--- src/rtl/cfg_pkg.sv ---
// cfg_pkg: system-level configuration shared across the stack subsystem.
//   ENGS_N : number of engines issuing stack commands.
package cfg_pkg;
    localparam int unsigned ENGS_N = 4;
endpackage

--- src/rtl/stk_pkg.sv ---
// stk_pkg: stack command/response types and stack sizing defaults.
//   opcode_t : NOP / PUSH / POP / CLR
//   err_t    : rejection cause reported to an engine
package stk_pkg;
    localparam int unsigned STK_DEPTH = 16;
    localparam int unsigned DAT_W     = 128;

    typedef enum logic [1:0] {
        NOP  = 2'd0,
        PUSH = 2'd1,
        POP  = 2'd2,
        CLR  = 2'd3
    } opcode_t;

    typedef enum logic [1:0] {
        ERR_NONE  = 2'd0,
        OVERFLOW  = 2'd1,
        UNDERFLOW = 2'd2
    } err_t;
endpackage

--- src/rtl/stk_rr_arb.sv ---
// stk_rr_arb: combinational round-robin grant selection.
//   req     : request vector
//   ptr     : index where the search starts (wraps N-1 -> 0)
//   gnt     : one-hot grant
//   any     : a grant was made
//   idx     : binary index of the grantee
//   ptr_nxt : pointer to use after this grant (grantee + 1 mod N)
module stk_rr_arb #(
    parameter int unsigned N  = 4,
    parameter int unsigned PW = 2
) (
    input  logic [N-1:0]  req,
    input  logic [PW-1:0] ptr,
    output logic [N-1:0]  gnt,
    output logic          any,
    output logic [PW-1:0] idx,
    output logic [PW-1:0] ptr_nxt
);

    always_comb begin : search
        int unsigned k;
        k       = 0;
        gnt     = '0;
        any     = 1'b0;
        idx     = '0;
        ptr_nxt = ptr;
        for (int unsigned i = 0; i < N; i++) begin
            k = (32'(ptr) + i) % N;
            if (!any && req[k]) begin
                any     = 1'b1;
                gnt[k]  = 1'b1;
                idx     = PW'(k);
                ptr_nxt = PW'((k + 1) % N);
            end
        end
    end

endmodule

--- src/rtl/stk_arb.sv ---
// stk_arb: arbitrates per-engine stack commands onto a single stack pipe.
// Tracks per-engine stack occupancy, rejects overflowing pushes and
// underflowing pops, and returns a response strobe PIPE_LAT cycles after
// each issued command.
//   clk, rst       : clock, synchronous active-high reset
//   i_cmd_vld      : per-engine command request
//   i_cmd_opcode   : per-engine opcode
//   i_cmd_dat      : per-engine push data
//   o_cmd_ack      : one-hot combinational grant (command consumed)
//   o_pipe_*       : registered command issued to the stack pipe
//   o_rsp_vld      : one-hot response strobe to the issuing engine
//   o_err_vld      : one-hot rejection strobe, o_err_code gives the cause
module stk_arb
    import stk_pkg::*;
#(
    parameter int unsigned ENGS_N    = cfg_pkg::ENGS_N,
    parameter int unsigned STK_DEPTH = stk_pkg::STK_DEPTH,
    parameter int unsigned PIPE_LAT  = 3,
    localparam int unsigned EW = (ENGS_N > 1) ? $clog2(ENGS_N) : 1,
    localparam int unsigned OW = $clog2(STK_DEPTH + 1)
) (
    input  logic                          clk,
    input  logic                          rst,
    input  logic [ENGS_N-1:0]             i_cmd_vld,
    input  opcode_t [ENGS_N-1:0]          i_cmd_opcode,
    input  logic [ENGS_N-1:0][DAT_W-1:0]  i_cmd_dat,
    output logic [ENGS_N-1:0]             o_cmd_ack,
    output logic                          o_pipe_vld,
    output opcode_t                       o_pipe_opcode,
    output logic [EW-1:0]                 o_pipe_eng,
    output logic [DAT_W-1:0]              o_pipe_dat,
    output logic [ENGS_N-1:0]             o_rsp_vld,
    output logic [ENGS_N-1:0]             o_err_vld,
    output err_t                          o_err_code
);

    logic [ENGS_N-1:0] eligible;
    logic [ENGS_N-1:0] gnt;
    logic              any;
    logic [EW-1:0]     gidx;
    logic [EW-1:0]     rr_ptr;
    logic [EW-1:0]     ptr_nxt;
    logic [OW-1:0]     occ [ENGS_N];
    opcode_t           sel_op;
    logic [OW-1:0]     sel_occ;
    logic              reject;
    logic              accept;

    // Response delay line, fed from the issued-command register so that the
    // last stage lines up exactly PIPE_LAT cycles after o_pipe_vld.
    logic [PIPE_LAT-1:0] sr_vld;
    logic [EW-1:0]       sr_eng [PIPE_LAT];

    always_comb begin
        eligible = '0;
        for (int unsigned e = 0; e < ENGS_N; e++) begin
            eligible[e] = i_cmd_vld[e] && (i_cmd_opcode[e] != NOP);
        end
    end

    stk_rr_arb #(
        .N  (ENGS_N),
        .PW (EW)
    ) u_rr (
        .req     (eligible),
        .ptr     (rr_ptr),
        .gnt     (gnt),
        .any     (any),
        .idx     (gidx),
        .ptr_nxt (ptr_nxt)
    );

    always_comb begin
        sel_op  = i_cmd_opcode[gidx];
        sel_occ = occ[gidx];
        reject  = any && (((sel_op == PUSH) && (sel_occ == OW'(STK_DEPTH))) ||
                          ((sel_op == POP)  && (sel_occ == '0)));
        accept  = any && !reject;
        o_cmd_ack = rst ? '0 : gnt;
    end

    always_comb begin
        o_rsp_vld = '0;
        if (sr_vld[PIPE_LAT-1]) begin
            o_rsp_vld[sr_eng[PIPE_LAT-1]] = 1'b1;
        end
    end

    always_ff @(posedge clk) begin
        if (rst) begin
            rr_ptr        <= '0;
            o_pipe_vld    <= 1'b0;
            o_pipe_opcode <= NOP;
            o_pipe_eng    <= '0;
            o_pipe_dat    <= '0;
            o_err_vld     <= '0;
            o_err_code    <= ERR_NONE;
            sr_vld        <= '0;
            for (int unsigned e = 0; e < ENGS_N; e++) begin
                occ[e] <= '0;
            end
            for (int unsigned i = 0; i < PIPE_LAT; i++) begin
                sr_eng[i] <= '0;
            end
        end else begin
            if (any) begin
                rr_ptr <= ptr_nxt;
            end

            o_pipe_vld <= accept;
            if (accept) begin
                o_pipe_opcode <= sel_op;
                o_pipe_eng    <= gidx;
                o_pipe_dat    <= i_cmd_dat[gidx];
                case (sel_op)
                    PUSH:    occ[gidx] <= sel_occ + OW'(1);
                    POP:     occ[gidx] <= sel_occ - OW'(1);
                    CLR:     occ[gidx] <= '0;
                    default: ;
                endcase
            end

            o_err_vld <= reject ? gnt : '0;
            if (reject) begin
                o_err_code <= (sel_op == PUSH) ? OVERFLOW : UNDERFLOW;
            end

            sr_vld[0] <= o_pipe_vld;
            sr_eng[0] <= o_pipe_eng;
            for (int unsigned i = 1; i < PIPE_LAT; i++) begin
                sr_vld[i] <= sr_vld[i-1];
                sr_eng[i] <= sr_eng[i-1];
            end
        end
    end

endmodule

--- config.mk ---
export PLATFORM = sky130hd
export DESIGN_NAME = stk_arb
export DESIGN_NICKNAME = d
export VERILOG_FILES = /design/src/rtl/cfg_pkg.sv /design/src/rtl/stk_pkg.sv /design/src/rtl/stk_rr_arb.sv /design/src/rtl/stk_arb.sv
export SDC_FILE = /design/constraint.sdc
export NUM_CORES = 1
export LEC_CHECK = 0
export BUFFER_PORTS_ARGS = -buffer_cell sky130_fd_sc_hd__buf_2
export CORE_AREA = 4 4 259 261
export DETAILED_ROUTE_END_ITERATION = 10
export DIE_AREA = 0 0 263 265
export PLACE_DENSITY = 0.48
export RECOVER_POWER = 25
export SYNTH_ARGS = -nofsm -noshare
export SYNTH_HDL_FRONTEND = slang
export SYNTH_SLANG_ARGS = --single-unit
export TNS_END_PERCENT = 100
--- constraint.sdc ---
create_clock -name clk -period 4.5 [get_ports clk]
set_input_delay 0.675 -clock clk [delete_from_list [all_inputs] [get_ports clk]]
set_output_delay 0.675 -clock clk [all_outputs]
set_load 0.01 [all_outputs]
* Word-level counts from Yosys, hierarchy flattened *
Memories as Yosys holds them, arrays and structs flattened.
Cells that the tools add are included.

cells by class
  add/subtract/negate cells = 8
  $lt $le $gt $ge = 11
  equal/unequal tests = 4
  multiplexer cells = 64
  bitwise gates (word level) = 9
  reduce and logical (&&, ||, !) cells = 30

operators with widths
  kind                                                                          count
  128-bit binary-select mux with 2-bit select                                   1
  128-bit 2-to-1 mux                                                            1
  1-bit 2-to-1 mux                                                              29
  2-bit 2-to-1 mux                                                              14
  4-bit 2-to-1 mux                                                              6
  2-bit by 3-bit less-than comparator with 1-bit output, second input constant  6
  1-bit logical AND                                                             16
  5-bit 2-to-1 mux                                                              3
  4-bit OR                                                                      3
  1-bit demux with 2-bit select                                                 5
  2-bit by 1-bit >= comparator with 1-bit output, second input constant         5
  2-bit by 1-bit adder with 2-bit output, second input constant                 4
  1-bit binary-select mux with 2-bit select                                     4
  2-bit nonzero test                                                            4
  5-bit by 1-bit adder with 5-bit output, second input constant                 1
  5-bit equality test, second input constant                                    1
  5-bit logical NOT                                                             1
  1-bit OR                                                                      5
  5-bit OR reduction                                                            1
  5-bit by 1-bit subtractor with 5-bit output, second input constant            1
  2-bit adder, second input constant                                            2
  2-bit binary-select mux with 2-bit select                                     1
  2-bit equality test, second input constant                                    2
  1-bit logical NOT                                                             4
  other kinds (6)                                                               6

storage, ports and cells
  flip-flop bits (word level) = 144
  memory bits (writable) = 26
  logic and storage cells = 136
  memories kept = 2

memory list
  name    depth  bits a word  rd ports  clocked after Yosys merged registers in  wr ports  line           text
  occ     4      5            1         0                                        4         stk_arb.sv:43  logic [OW-1:0] occ [ENGS_N];
  sr_eng  3      2            3         0                                        3         stk_arb.sv:52  logic [EW-1:0] sr_eng [PIPE_LAT];

* Logic depth before layout (Yosys ltp) *
Gate-level depths: netlist of run 1.

  depth in word-level cells = 29
  mapped depth = 23

* By module *
A second synthesis of run 1 with hierarchy kept.

unflattened totals
  cells, all modules = 838
  area total of the unflattened synthesis = 9937.0 um^2

modules (own cells, without submodules)
  module      times used  cells an instance  area an instance (um^2)  seq. area each (um^2)
  stk_arb     1           765                9372.7                   3603.5
  stk_rr_arb  1           73                 564.3                    0.0

* Worst setup path before layout of run 1 *
Ideal clock, no wire load.

  path kind = reg-to-reg
  start point = register rr_ptr[1]
  end point = memory occ[0][4] (netlist name) (data pin)
  data arrival time = 4.500 ns
  path slack = -0.170 ns
  cell stages (with the launch flop) = 22
  period minus slack after synthesis = 4.670 ns
  cells stage by stage = dfxtp_1 -> buf_2 -> inv_1 -> ha_1 -> clkbuf_2 -> mux4_2 -> buf_6 -> a311oi_4 -> a211o_1 -> buf_2 -> buf_2 -> buf_4 -> buf_2 -> nand2_1 -> and3_1 -> a31oi_1 -> ha_1 -> a21o_1 -> a21oi_1 -> xnor2_1 -> mux2_4 -> nor4_2

RTL lines
  what                      line            text
  start: declaration        stk_arb.sv:41   logic [EW-1:0] rr_ptr;
  start signal: assignment  stk_arb.sv:107  rr_ptr <= ptr_nxt;
  end: declaration          stk_arb.sv:43

==> results of run 1 <==
[worst paths after layout]
| kind | slack, ns | cells past startpoint | endpoint |
|---|---|---|---|
| worst max-delay path | 0.30 | 18 | occ[0][4]$_SDFFCE_PN0P_ |
| worst min register to register | 0.44 | 1 | sr_eng[0][4]$_SDFF_PP0_ |
| worst max register to register | 0.30 | 18 | occ[0][4]$_SDFFCE_PN0P_ |
| worst min-delay path | 0.44 | 1 | sr_eng[0][4]$_SDFF_PP0_ |
[where the power goes]
group	switching [mW]	leakage (nW)	internal, mW	total, mW
clock network	0.709	0.269	0.777	1.49
registers	0.339	1.46	2.17	2.51
logic	4.43	6.06	3.24	7.67
total	5.48	7.79	6.18	11.7
[routing by layer]
metal	global-route usage [%]	up-vias
met3	2.64	71
met5	0	-
met4	5.63	2
li1	-	5883
met1	14.8	5448
met2	22.4	464
[metrics by stage]
step           setup TNS, ns  power, mW  util [%]  instances
2_1_floorplan              0       7.95         -       1275
3_3_place_gp               0       10.2      24.1       2733
3_5_place_dp          -0.154       10.3      24.1       2733
4_1_cts                    0       11.9      25.0       2765
5_1_grt                    0       12.6      24.9       2766
6_report                   0       11.7      24.9       2769
[layout by cell type (no fill, tap or decap), drive strengths merged, types with 4 or more instances in the layout]
cell    instances
nor2b          10
a22o            4
nor4           10
mux2i         281
mux4            6
a31oi           6
and2          128
dfxtp         150
o21ai          10
a21oi         139
nand3b          5
nand2          34
nor3           11
o21a            5
a211oi        134
edfxtp         20
ha             11
inv            15
nand2b          4
buf           643
clkbuf         94
a311oi          5
nor2          145
[state kept, by name (all words and copies together) (netlist names)]
signal,cells
o_err_code,2
o_err_vld,4
o_pipe_dat,128
o_pipe_eng,2
o_pipe_opcode,2
o_pipe_vld,1
occ,20
rr_ptr,2
sr_eng,6
sr_vld,3
[kinds of logic after synthesis]
logic type | share of synthesized area (%)
buf+inv | 4.79
xor+xnor | 0.235
fa+ha+maj | 1.41
compound gates | 18.4
mux | 26.6
simple gates | 16.4
flops | 32.2
[final cells by class]
class,count,share of cell area [%]
flip-flops and latches,170,22.5
clock inverters,13,0.826
well taps,855,6.67
clock buffers,19,2.70
inverters,8,0.187
diodes,3,0.0468
repair buffers,718,22.9
multi-input cells,983,44.2
[what timing repair did]
action                                  4_1_cts  5_1_grt
hold buffers                                  0        0
resized for setup                             0        3
endpoints found under the setup margin        0        2
setup buffers                                 0        1
==> impl_summary.txt, run 1 <==
----------------------------------------------------
[Min path]
  Class of the most critical hold timing path ... reg -> reg
  Origin of the worst min-delay path ... sr_eng[0][2]$_SDFF_PP0_

[Place]
  Final weighted congestion of routability-driven global placement ... 0.980
  Count of buffers from port buffering ... 672
  Final HPWL DP ... 38.2 mm
  Dpl ws ... -0.0808 ns
  Instance area after placement ... 0.0155 mm2

[Finish]
  Multi-input gate area in the final layout ... 0.00710 mm2
  # nets final ... 2436
  Post-layout instance area ... 0.0160 mm2
  Fraction of final layout cells with drive strength greater than 1 ... 36.4%
  Area occupied by registers ... 0.00360 mm2
  Number of inserted filler cells in the final layout ... 7177
  Relative area change from synthesis to final layout ... 43.3%

[Yosys]
  Post-Synthesis Cells ... 1275
  Top flip-flop cell by instance count after synthesis ... dfxtp_1
  Post-synth EDFFs ... 20
  Cell with the most instances after synthesis ... mux2i_1
  Post-synthesis cell area ... 0.0112 mm2
  Share of Yosys cell area claimed by the top area cell type ... 26.8%
  Sequential share of the synthesized area ... 32.2%
  FFs w/ async S/R, synth ... 0%
  Flops & latches, synth ... 170
  Avg Inst Size Synth ... 8.78 um2
  Commonest cells post-synth ... 280 x mux2i_1, 150 x dfxtp_1, 145 x nor2_1
  Number of warnings reported in the yosys synthesis log ... 0
  Post-synth top area cell ... dfxtp_1
  Synthesized Nets ... 1813
  Biggest area contributors in the synthesized netlist ... dfxtp_1 27%, mux2i_1 25%, a211oi_1 8.9%
  Number of distinct library cells after synthesis ... 58

[Critical path]
  Cells traversed along the worst timing path ... inv_2 > ha_2 > mux2i_1 > o22ai_1 > buf_4 > a21oi_4 > mux2i_1 > mux2i_1 > a21oi_4 > inv_2 > or3_1 > fa_1 > inv_1 > a21o_1 > a21oi_1 > xnor2_1 > mux2_4 > nor4_2
  Crit. End Element ... register
  Slowest CP cell ... ha_2
  CP Class ... reg -> reg
  CP Data Arrival Time ... 4.49 ns
  Maximum fanout encountered on the critical timing path ... 7
  Critical path launch point type ... register
  Launch point of the worst path ... rr_ptr[0]$_SDFFE_PP0P_
  Family with the most delay on the worst path ... multiplexers
  Critical path buffers and inverters ... 4
  Launch point of the worst reg-to-reg path ... rr_ptr[0]$_SDFFE_PP0P_
  Required time of the worst setup path ... 4.79 ns
  Most frequent cell on the critical path ... mux2i_1
  Max stage delay on crit path ... 0.41 ns

[Timing]
  Final worst clock skew ... 0.0113 ns
  Fraction of the cycle the final worst path needs ... 93.3%
  Max-slew violations ... 0
  Slew of the pin with the lowest slew margin ... 0.987 ns
  Remaining max-slew budget at the tightest pin ... 34.2%
  Final Hold Viols ... 0
  Setup violations, final ... 0
  Unrepaired setup endpoints after global routing ... no
  Setup slack after layout ... 0.299 ns
  Tightest hold margin ... 0.435 ns
  Minimum period implied by the final worst setup slack ... 4.20 ns
  Max Clk Rate ... 0.238 GHz

[Route]
  M1 WL ... 19.1 mm
  Highest signal layer in the routed design ... met5
  Per-cell routed wire length ... 17.1 um
  Routed via count divided by cell count ... 4.29
  Initial DRC count ... 543
  Sum of routed wire length over all layers ... 47.4 mm
  Detailed-routed wire length on met3 ... 2.89 mm
  Pre-Repair DR Iteration Count ... 5
  Post-DRT Antenna Nets ... 0
  Met2 Routed Length ... 23.8 mm
  Count of vias placed by the detailed router ... 11.9k
  Drt drc ... 0

[Floorplanning]
  Total I/O pin count ... 673
  Overall die area ... 0.0697 mm2
  Initial Util ... 17.4%
  Floorplan row count ... 93
  Die X-Extent ... 263 um
  Area of the core ... 0.0645 mm2
  Die height ... 265 um

[GRT]
  Total track usage ... 12.7%
  Wire length of the first global-routing pass ... 69.8 mm
  Number of global-route vias before repair ... 12.1k
  Total overflow reported by the global router ... 0
  Number of antenna violations at the first check in global routing ... 4
  Pin count of the biggest net entering global routing ... 138

[CTS]
  # H-tree levels ... 4
  Deepest clock path buffer count ... 2
  Number of clock sinks seen by CTS ... 170
  Number of buffers added by the clock tree synthesis step ... 17
  Cell chosen for the clock root ... clkbuf_16
  TritonCTS clock tree ... yes
  Clock insertion delay at the later pin of the skew report ... 0.47 ns
  Clock transition at path regs ... 0.07 ns

[Power]
  Power per standard cell area ... 727 mW/mm2
  IR Drop Worst-Case VDD ... 571 uV
  Leakage power summed over all cells ... 7.79 nW

[Status]
  Outcome ... complete, no violations

[Flow run]
  Max-capacitance violation count ... 0

----------------------------------------------------
Power figures use the tool's default switching activity.
==> run 2, diff against run 1 <==
Settings changed: PLACE_DENSITY 0.48 to 0.43, SKIP_LAST_GASP set to 1.
==> impl_summary.txt, run 2 (synthesis gave the netlist of run 1 again) <==
----------------------------------------------------
[Finish]
  Relative area change from synthesis to final layout ... 43.4% (about the same)
  Largest registers ... o_pipe_dat x128, occ x20, sr_eng x6
  Number of flip-flops under the largest register name ... 128 (unchanged)
  Fraction of final layout cells with drive strength greater than 1 ... 36.5% (+0.086 points)
  Most flop-heavy register ... o_pipe_dat
  # nets final ... 2437 (+0.041%)
  Commonest cells after routing, fill and taps aside ... 596 x buf_2, 280 x mux2i_1, 150 x dfxtp_1
  Commonest non-fill, non-tap cell in the layout ... buf_2
  Final standard cell utilization of the core ... 24.9% (about the same)
  Number of inserted filler cells in the final layout ... 7189 (+0.17%)

[Power]
  Leakage power summed over all cells ... 7.80 nW (+0.13%)
  Power per standard cell area ... 724 mW/mm2 (-0.44%)
  IR Drop Worst-Case VDD ... 654 uV (+15%)

[Critical path]
  Slowest CP cell ... ha_2
  Critical path launch point type ... register
  CP Class ... reg -> reg
  Family with the most delay on the worst path ... multiplexers
  Cells traversed along the worst timing path ... inv_1 > ha_2 > mux2i_1 > a211oi_1 > buf_4 > a21oi_4 > mux2i_1 > mux2i_1 > a21oi_4 > inv_2 > or3_1 > fa_1 > inv_1 > a21o_1 > a21oi_1 > xnor2_1 > mux2_4 > nor4_2
  CP Data Arrival Time ... 4.49 ns (about the same)
  Crit. End Element ... register
  Maximum fanout encountered on the critical timing path ... 10 (+3)
  Flop2flop setup slack ... 0.31 ns (about the same)
  Critical path buffers and inverters ... 4 (unchanged)
  Required time of the worst setup path ... 4.80 ns (about the same)
  Most frequent cell on the critical path ... mux2i_1
  Max stage delay on crit path ... 0.47 ns (+0.06 ns)

[Route]
  Per-cell routed wire length ... 17.4 um (+1.6%)
  Sum of routed wire length over all layers ... 48.1 mm (+1.6%)
  Routed via count divided by cell count ... 4.26 (-0.66%)
  Initial DRC count ... 502 (-7.6%)
  Drt drc ... 0 (unchanged)
  Count of vias placed by the detailed router ... 11.8k (-0.70%)
  Post-DRT Antenna Nets ... 0 (unchanged)
  Pre-Repair DR Iteration Count ... 5 (unchanged)

[Timing]
  Slew of the pin with the lowest slew margin ... 1.04 ns (+0.0574 ns)
  Max Clk Rate ... 0.238 GHz (+0.15%)
  Setup violations, final ... 0 (unchanged)
  Final worst clock skew ... 0.00925 ns (-0.00208 ns)
  Unrepaired setup endpoints after global routing ... no
  Final Hold Viols ... 0 (unchanged)
  Fraction of the cycle the final worst path needs ... 93.2% (-0.14 points)
  Setup slack after layout ... 0.306 ns (+0.00623 ns)
  Minimum period implied by the final worst setup slack ... 4.19 ns (-0.00623 ns)
  Remaining max-slew budget at the tightest pin ... 30.4% (-3.8 points)
  Max-slew violations ... 0 (unchanged)

[Place]
  Final HPWL DP ... 38.9 mm (+1.8%)
  Count of buffers from port buffering ... 672 (unchanged)
  Dpl ws ... -0.0584 ns (+0.0225 ns)
  Final weighted congestion of routability-driven global placement ... 0.920 (-6.1%)

[CTS]
  # H-tree levels ... 4 (unchanged)
  Post-CTS repair timing setup buffer count ... 0 (unchanged)
  Number of clock sinks seen by CTS ... 170 (unchanged)
  Deepest clock path buffer count ... 2 (unchanged)
  Number of buffers added by the clock tree synthesis step ... 17 (unchanged)
  Cell chosen for the clock root ... clkbuf_16
  TritonCTS clock tree ... yes
  Clock transition at path regs ... 0.07 ns (about the same)
  Clock insertion delay at the later pin of the skew report ... 0.47 ns (about the same)

[GRT]
  Total track usage ... 13.1% (+0.40 points)
  Pin count of the biggest net entering global routing ... 143 (+3.6%)
  Total overflow reported by the global router ... 0 (unchanged)
  Wire length of the first global-routing pass ... 71.8 mm (+2.9%)
  Number of antenna violations at the first check in global routing ... 1 (-3)
  Number of global-route vias before repair ... 12.1k (-0.16%)

[Min path]
  Class of the most critical hold timing path ... reg -> reg

[Floorplanning]
  Floorplan row count ... 93 (unchanged)
  Initial Util ... 17.4% (unchanged)
  Area of the core ... 0.0645 mm2 (unchanged)
  Overall die area ... 0.0697 mm2 (unchanged)
  Die X-Extent ... 263 um (unchanged)
  Die height ... 265 um (unchanged)
  Total I/O pin count ... 673 (unchanged)

[Flow run]
  Max-capacitance violation count ... 0 (unchanged)

[Status]
  Outcome ... complete, no violations

----------------------------------------------------
[run 2: cell types whose count changed in the layout (fill, tap and decap cells not counted), sizes merged]
cell    before  now
diode        3    1
buf        643  644
clkinv       2    3
inv         15   14
[run 2: metal layers]
| layer | vias to the layer above | track usage [%] | part of all wire, % |
|---|---|---|---|
| li1 | 5888 | - | - |
| met1 | 5443 | 15.5 | 41 |
| met5 | - | 0 | 0 |
| met2 | 410 | 23.6 | 52 |
| met3 | 44 | 2.81 | 5.3 |
| met4 | 0 | 3.90 | 2.0 |
[run 2: worst paths after layout]
path	depth (start not counted)	to	startpoint
min reg2reg	1	sr_vld[2]$_SDFF_PP0_	sr_vld[1]$_SDFF_PP0_
min	1	sr_vld[2]$_SDFF_PP0_	sr_vld[1]$_SDFF_PP0_
max reg2reg	18	occ[0][4]$_SDFFCE_PN0P_	rr_ptr[1]$_SDFFE_PP0P_
max	18	occ[0][4]$_SDFFCE_PN0P_	rr_ptr[1]$_SDFFE_PP0P_
[run 2: where the power goes]
part	switching, mW	total (mW)	internal [mW]
Combinational	4.41	7.61	3.20
Sequential	0.331	2.50	2.17
Clock	0.701	1.51	0.809
[run 2: cell type report]
type	instances	area, um2	share of cell area, %
Multi-Input combinational cell	983	7100	44.2
Tap cell	855	1070	6.66
Sequential cell	170	3600	22.4
Timing Repair Buffer	719	3670	22.8
Clock buffer	19	454	2.83
Inverter	8	30.0	0.187
Antenna cell	1	2.50	0.0156
Clock inverter	13	131	0.818
[run 2: what timing repair did]
item,4_1_cts,5_1_grt
endpoints found under the setup margin,0,5
hold buffers,0,0
gates resized for setup,0,2
[run 2: per-stage QoR]
step | TNS (ns) | power (mW) | std cells | cell area, um2 | hold WS, ns
CTS | 0 | 11.9 | 2767 | 16100 | 0.441
global route | 0 | 12.6 | 2767 | 16100 | 0.469
global placement | 0 | 10.2 | 2735 | 15600 | 0.417
floorplan | 0 | 7.95 | 1275 | 11200 | 0.414
detailed placement | -0.104 | 10.3 | 2735 | 15600 | 0.423
finish | 0 | 11.6 | 2768 | 16100 | 0.437
==> run 3, diff against run 2 <==
--- a/config.mk
+++ b/config.mk
@@ -7,12 +7,13 @@
 export LEC_CHECK = 0
 export BUFFER_PORTS_ARGS = -buffer_cell sky130_fd_sc_hd__buf_2
-export CORE_AREA = 4 4 259 261
+export CORE_AREA = 4 4 262 264
 export DETAILED_ROUTE_END_ITERATION = 10
-export DIE_AREA = 0 0 263 265
-export PLACE_DENSITY = 0.43
+export DIE_AREA = 0 0 266 268
+export PLACE_DENSITY = 0.4
 export RECOVER_POWER = 25
 export SKIP_LAST_GASP = 1
 export SYNTH_ARGS = -nofsm -noshare
 export SYNTH_HDL_FRONTEND = slang
+export SYNTH_HIERARCHICAL = 1
 export SYNTH_SLANG_ARGS = --single-unit
 export TNS_END_PERCENT = 100
==> constraint.sdc (replaced) <==
create_clock -name clk -period 4.5 [get_ports clk]
set_input_delay 1.125 -clock clk [delete_from_list [all_inputs] [get_ports clk]]
set_output_delay 1.125 -clock clk [all_outputs]
set_load 0.01 [all_outputs]
==> impl_summary.txt, run 3 <==
----------------------------------------------------
[Status]
  Outcome ... complete, but fails checks
  Failing checks ... max-capacitance violations, max-slew violations, negative setup slack

[Power]
  Power per standard cell area ... 693 mW/mm2 (-4.2%)
  Cell internal power dissipation ... 6.16 mW (-0.34%)
  Proportion of power drawn by combinational gates ... 64.5% (-1.0 points)
  IR Drop Worst-Case VDD ... 369 uV (-44%)
  Share of total power consumed by net switching ... 43.3% (-3.5 points)
  Leakage power summed over all cells ... 6.71 nW (-14%)
  Switching component of the power ... 4.71 mW (-13%)
  Part of the power in the clock network ... 13.6% (+0.6 points)
  Sequential group share of total power ... 21.9% (+0.4 points)

[Finish]
  # nets final ... 2067 (-15%)
  Largest registers ... o_pipe_dat x128, occ x20, sr_eng x6
  Commonest non-fill, non-tap cell in the layout ... buf_2
  Fraction of final layout cells with drive strength greater than 1 ... 59.2% (+23 points)
  Number of inserted filler cells in the final layout ... 7260 (+0.99%)
  Final standard cell utilization of the core ... 23.5% (-1.4 points)
  Commonest cells after routing, fill and taps aside ... 594 x buf_2, 150 x dfxtp_1, 138 x mux4_2
  Number of flip-flops under the largest register name ... 128 (unchanged)
  Post-layout instance area ... 0.0157 mm2 (-2.4%)
  Most flop-heavy register ... o_pipe_dat
  Relative area change from synthesis to final layout ... 57.6%

[Place]
  Count of buffers from port buffering ... 672 (unchanged)
  Final weighted congestion of routability-driven global placement ... 0.914 (-0.55%)
  Instance area after placement ... 0.0148 mm2 (-4.7%)
  Final HPWL DP ... 46.8 mm (+20%)

[CTS]
  Deepest clock path buffer count ... 2 (unchanged)
  Clock transition at path regs ... 0.07 ns (about the same)
  # H-tree levels ... 4 (unchanged)
  CTS hold repair buffers ... 0 (unchanged)
  Clock insertion delay at the later pin of the skew report ... 0.49 ns (+0.02 ns)
  Number of buffers added by the clock tree synthesis step ... 17 (unchanged)
  Number of clock sinks seen by CTS ... 170 (unchanged)
  Cell chosen for the clock root ... clkbuf_16
  TritonCTS clock tree ... yes

[Route]
  Per-cell routed wire length ... 23.0 um (+32%)
  Sum of routed wire length over all layers ... 55.7 mm (+16%)
  Initial DRC count ... 621 (+24%)
  Post-DRT Antenna Nets ... 0 (unchanged)
  Count of vias placed by the detailed router ... 10.4k (-11%)
  Pre-Repair DR Iteration Count ... 5 (unchanged)
  Drt drc ... 0 (unchanged)
  Routed via count divided by cell count ... 4.31 (+1.2%)

[Yosys]
  Sequential share of the synthesized area ... 36.3% (+4.1 points)
  Flops & latches, synth ... 170 (unchanged)
  Post-synth top area cell ... mux4_2
  Share of Yosys cell area claimed by the top area cell type ... 31.3% (+4.5 points)
  Avg Inst Size Synth ... 11.9 um2 (+35%)
  Commonest cells post-synth ... 150 x dfxtp_1, 138 x mux4_2, 70 x a21oi_1, 70 x a22o_1
  Biggest area contributors in the synthesized netlist ... mux4_2 31%, dfxtp_1 30%, a22o_1 6.2%
  FFs w/ async S/R, synth ... 0% (unchanged)
  Number of warnings reported in the yosys synthesis log ... 6 (+6)
  Top flip-flop cell by instance count after synthesis ... dfxtp_1
  Synthesized Nets ... 1375 (-24%)
  Cell with the most instances after synthesis ... dfxtp_1
  Post-synth EDFFs ... 20 (unchanged)
  Number of distinct library cells after synthesis ... 59 (+1.7%)
  Post-synthesis cell area ... 0.00994 mm2 (-11%)
  Post-Synthesis Cells ... 838 (-34%)

[Critical path]
  Cells traversed along the worst timing path ... buf_6 > o21a_4 > mux4_2 > nand2b_4 > and3_4 > o32a_4 > mux4_2 > or4_4 > o211a_4 > ha_4 > nand2b_4 > o2bb2ai_4 > nor3b_4 > o21ai_2 > a21oi_1
  CP Class ... in -> reg
  Critical path launch point type ... input pin
  CP Data Arrival Time ... 5.03 ns (+0.54 ns)
  Crit. End Element ... register
  Max stage delay on crit path ... 0.56 ns (+0.09 ns)
  Family with the most delay on the worst path ... compound AO/OA/AOI/OAI gates
  Required time of the worst setup path ... 4.72 ns (-0.08 ns)
  Slowest CP cell ... or4_4
  Critical path buffers and inverters ... 1 (-3)
  Maximum fanout encountered on the critical timing path ... 7 (-3)

[GRT]
  Number of global-route vias before repair ... 10.8k (-11%)
  Number of antenna violations at the first check in global routing ... 21 (+20)
  Pin count of the biggest net entering global routing ... 72 (-50%)
  Wire length of the first global-routing pass ... 75.2 mm (+4.8%)
  Total overflow reported by the global router ... 0 (unchanged)
  Total track usage ... 14.6% (+1.6 points)

[Timing]
  Tightest hold margin ... 0.442 ns (+0.00440 ns)
  Max Clk Rate ... 0.208 GHz (-13%)
  Final Hold Viols ... 0 (unchanged)
  Fraction of the cycle the final worst path needs ... 107% (+14 points)
  Setup violations, final ... 12 (+12)
  Unrepaired setup endpoints after global routing ... yes
  Final worst clock skew ... 0.0211 ns (+0.0118 ns)
  Final TNS setup ... -2.35 ns (-2.35 ns)
  Slew of the pin with the lowest slew margin ... 3.41 ns (+2.37 ns)
  Minimum period implied by the final worst setup slack ... 4.82 ns (+0.623 ns)
  Remaining max-slew budget at the tightest pin ... -128% (-160 points)
  Setup slack after layout ... -0.318 ns (-0.623 ns)
  Max-slew violations ... 69 (+69)

[Floorplanning]
  Die X-Extent ... 266 um (+1.1%)
  Overall die area ... 0.0713 mm2 (+2.3%)
  Die height ... 268 um (+1.1%)
  Total I/O pin count ... 673 (unchanged)
  Initial Util ... 14.9% (-2.4 points)
  Floorplan row count ... 95 (+2.2%)
  Area of the core ... 0.0666 mm2 (+3.3%)

[Min path]
  Class of the most critical hold timing path ... reg -> reg

[Flow run]
  Max-capacitance violation count ... 1 (+1)

----------------------------------------------------
## run 3: area by class of cell
cell class,instances,area [um2],share of cell area (%)
Antenna cell,5,12.5,0.0799
Clock buffer,18,429,2.74
Clock inverter,14,126,0.807
Inverter,13,53.8,0.343
Multi-Input combinational cell,565,6180,39.5
Sequential cell,170,3600,23.0
Tap cell,873,1090,6.97
Timing Repair Buffer,763,4170,26.6
## run 3: layer usage
layer  global-route usage (%)  vias to the layer above  share of wire, %
met1                     16.8                     5086                38
met4                     6.56                        4               3.9
met2                     24.9                      484                50
met3                     4.95                       94               7.8
met5                        0                        -             0.061
li1                         -                     4763                 -
## run 3: repair_timing
item                       4_1_cts  5_1_grt
resized for setup               31       13
setup buffers                    5        6
pin swaps                        6       18
cloned                           0        1
setup endpoints to repair       56       72
## run 3: worst register-to-register path, stage by stage (launching register included)
cell and delay [ns]:
dfxtp_1 0.38, inv_1 0.07, ha_1 0.39, mux4_2 0.40, nand2b_4 0.17, a221oi_2 0.27, buf_4 0.16, o2bb2ai_4 0.18
mux4_2 0.37, or4_4 0.56, o211a_4 0.31, ha_4 0.31, nand2b_4 0.06, o2bb2ai_4 0.15, nor3b_4 0.15, o21ai_2 0.22
a21oi_1 0.11
## run 3: power by group through the flow
stage                     sequential (mW)  combinational (mW)  clock (mW)
after global routing                 2.45                7.55        1.60
after detailed placement             2.41                6.78           0
after CTS                            2.38                6.98        1.56
after floorplan                      2.59                4.00           0
final                                2.38                7.00        1.48
after global placement               2.41                6.73           0
## run 3: stage by stage
stage                     setup WS [ns]  power [mW]  instances
final                            -0.318        10.9       2421
after global routing             -0.388        11.6       2419
after CTS                        -0.203        10.9       2409
after detailed placement         -0.862        9.19       2372
after global placement           -0.780        9.14       2372
after floorplan                  -0.654        6.59        838
## run 3: cells by family after synthesis
logic type,after synthesis,synth area share (%)
xor gates and xnor gates,1,0.0882
buffers and inverters,103,4.86
AOI/OAI and AO/OA,253,16.8
muxes,145,32.2
and+or+nand+nor,155,8.37
DFF,170,36.3
adders and majority gates,11,1.46
## run 3: worst paths after layout
path / slack [ns] / end / start / depth (start not counted)
setup reg to reg: -0.04 / occ[3][4]$_DFFE_PP_ / rr_ptr[0]$_SDFFE_PP0P_ / 16
setup / recovery: -0.32 / occ[3][4]$_DFFE_PP_ / i_cmd_opcode[3] / 15
hold / removal: 0.44 / sr_eng[0][5]$_SDFF_PP0_ / sr_eng[0][3]$_SDFF_PP0_ / 1
hold reg to reg: 0.44 / sr_eng[0][5]$_SDFF_PP0_ / sr_eng[0][3]$_SDFF_PP0_ / 1
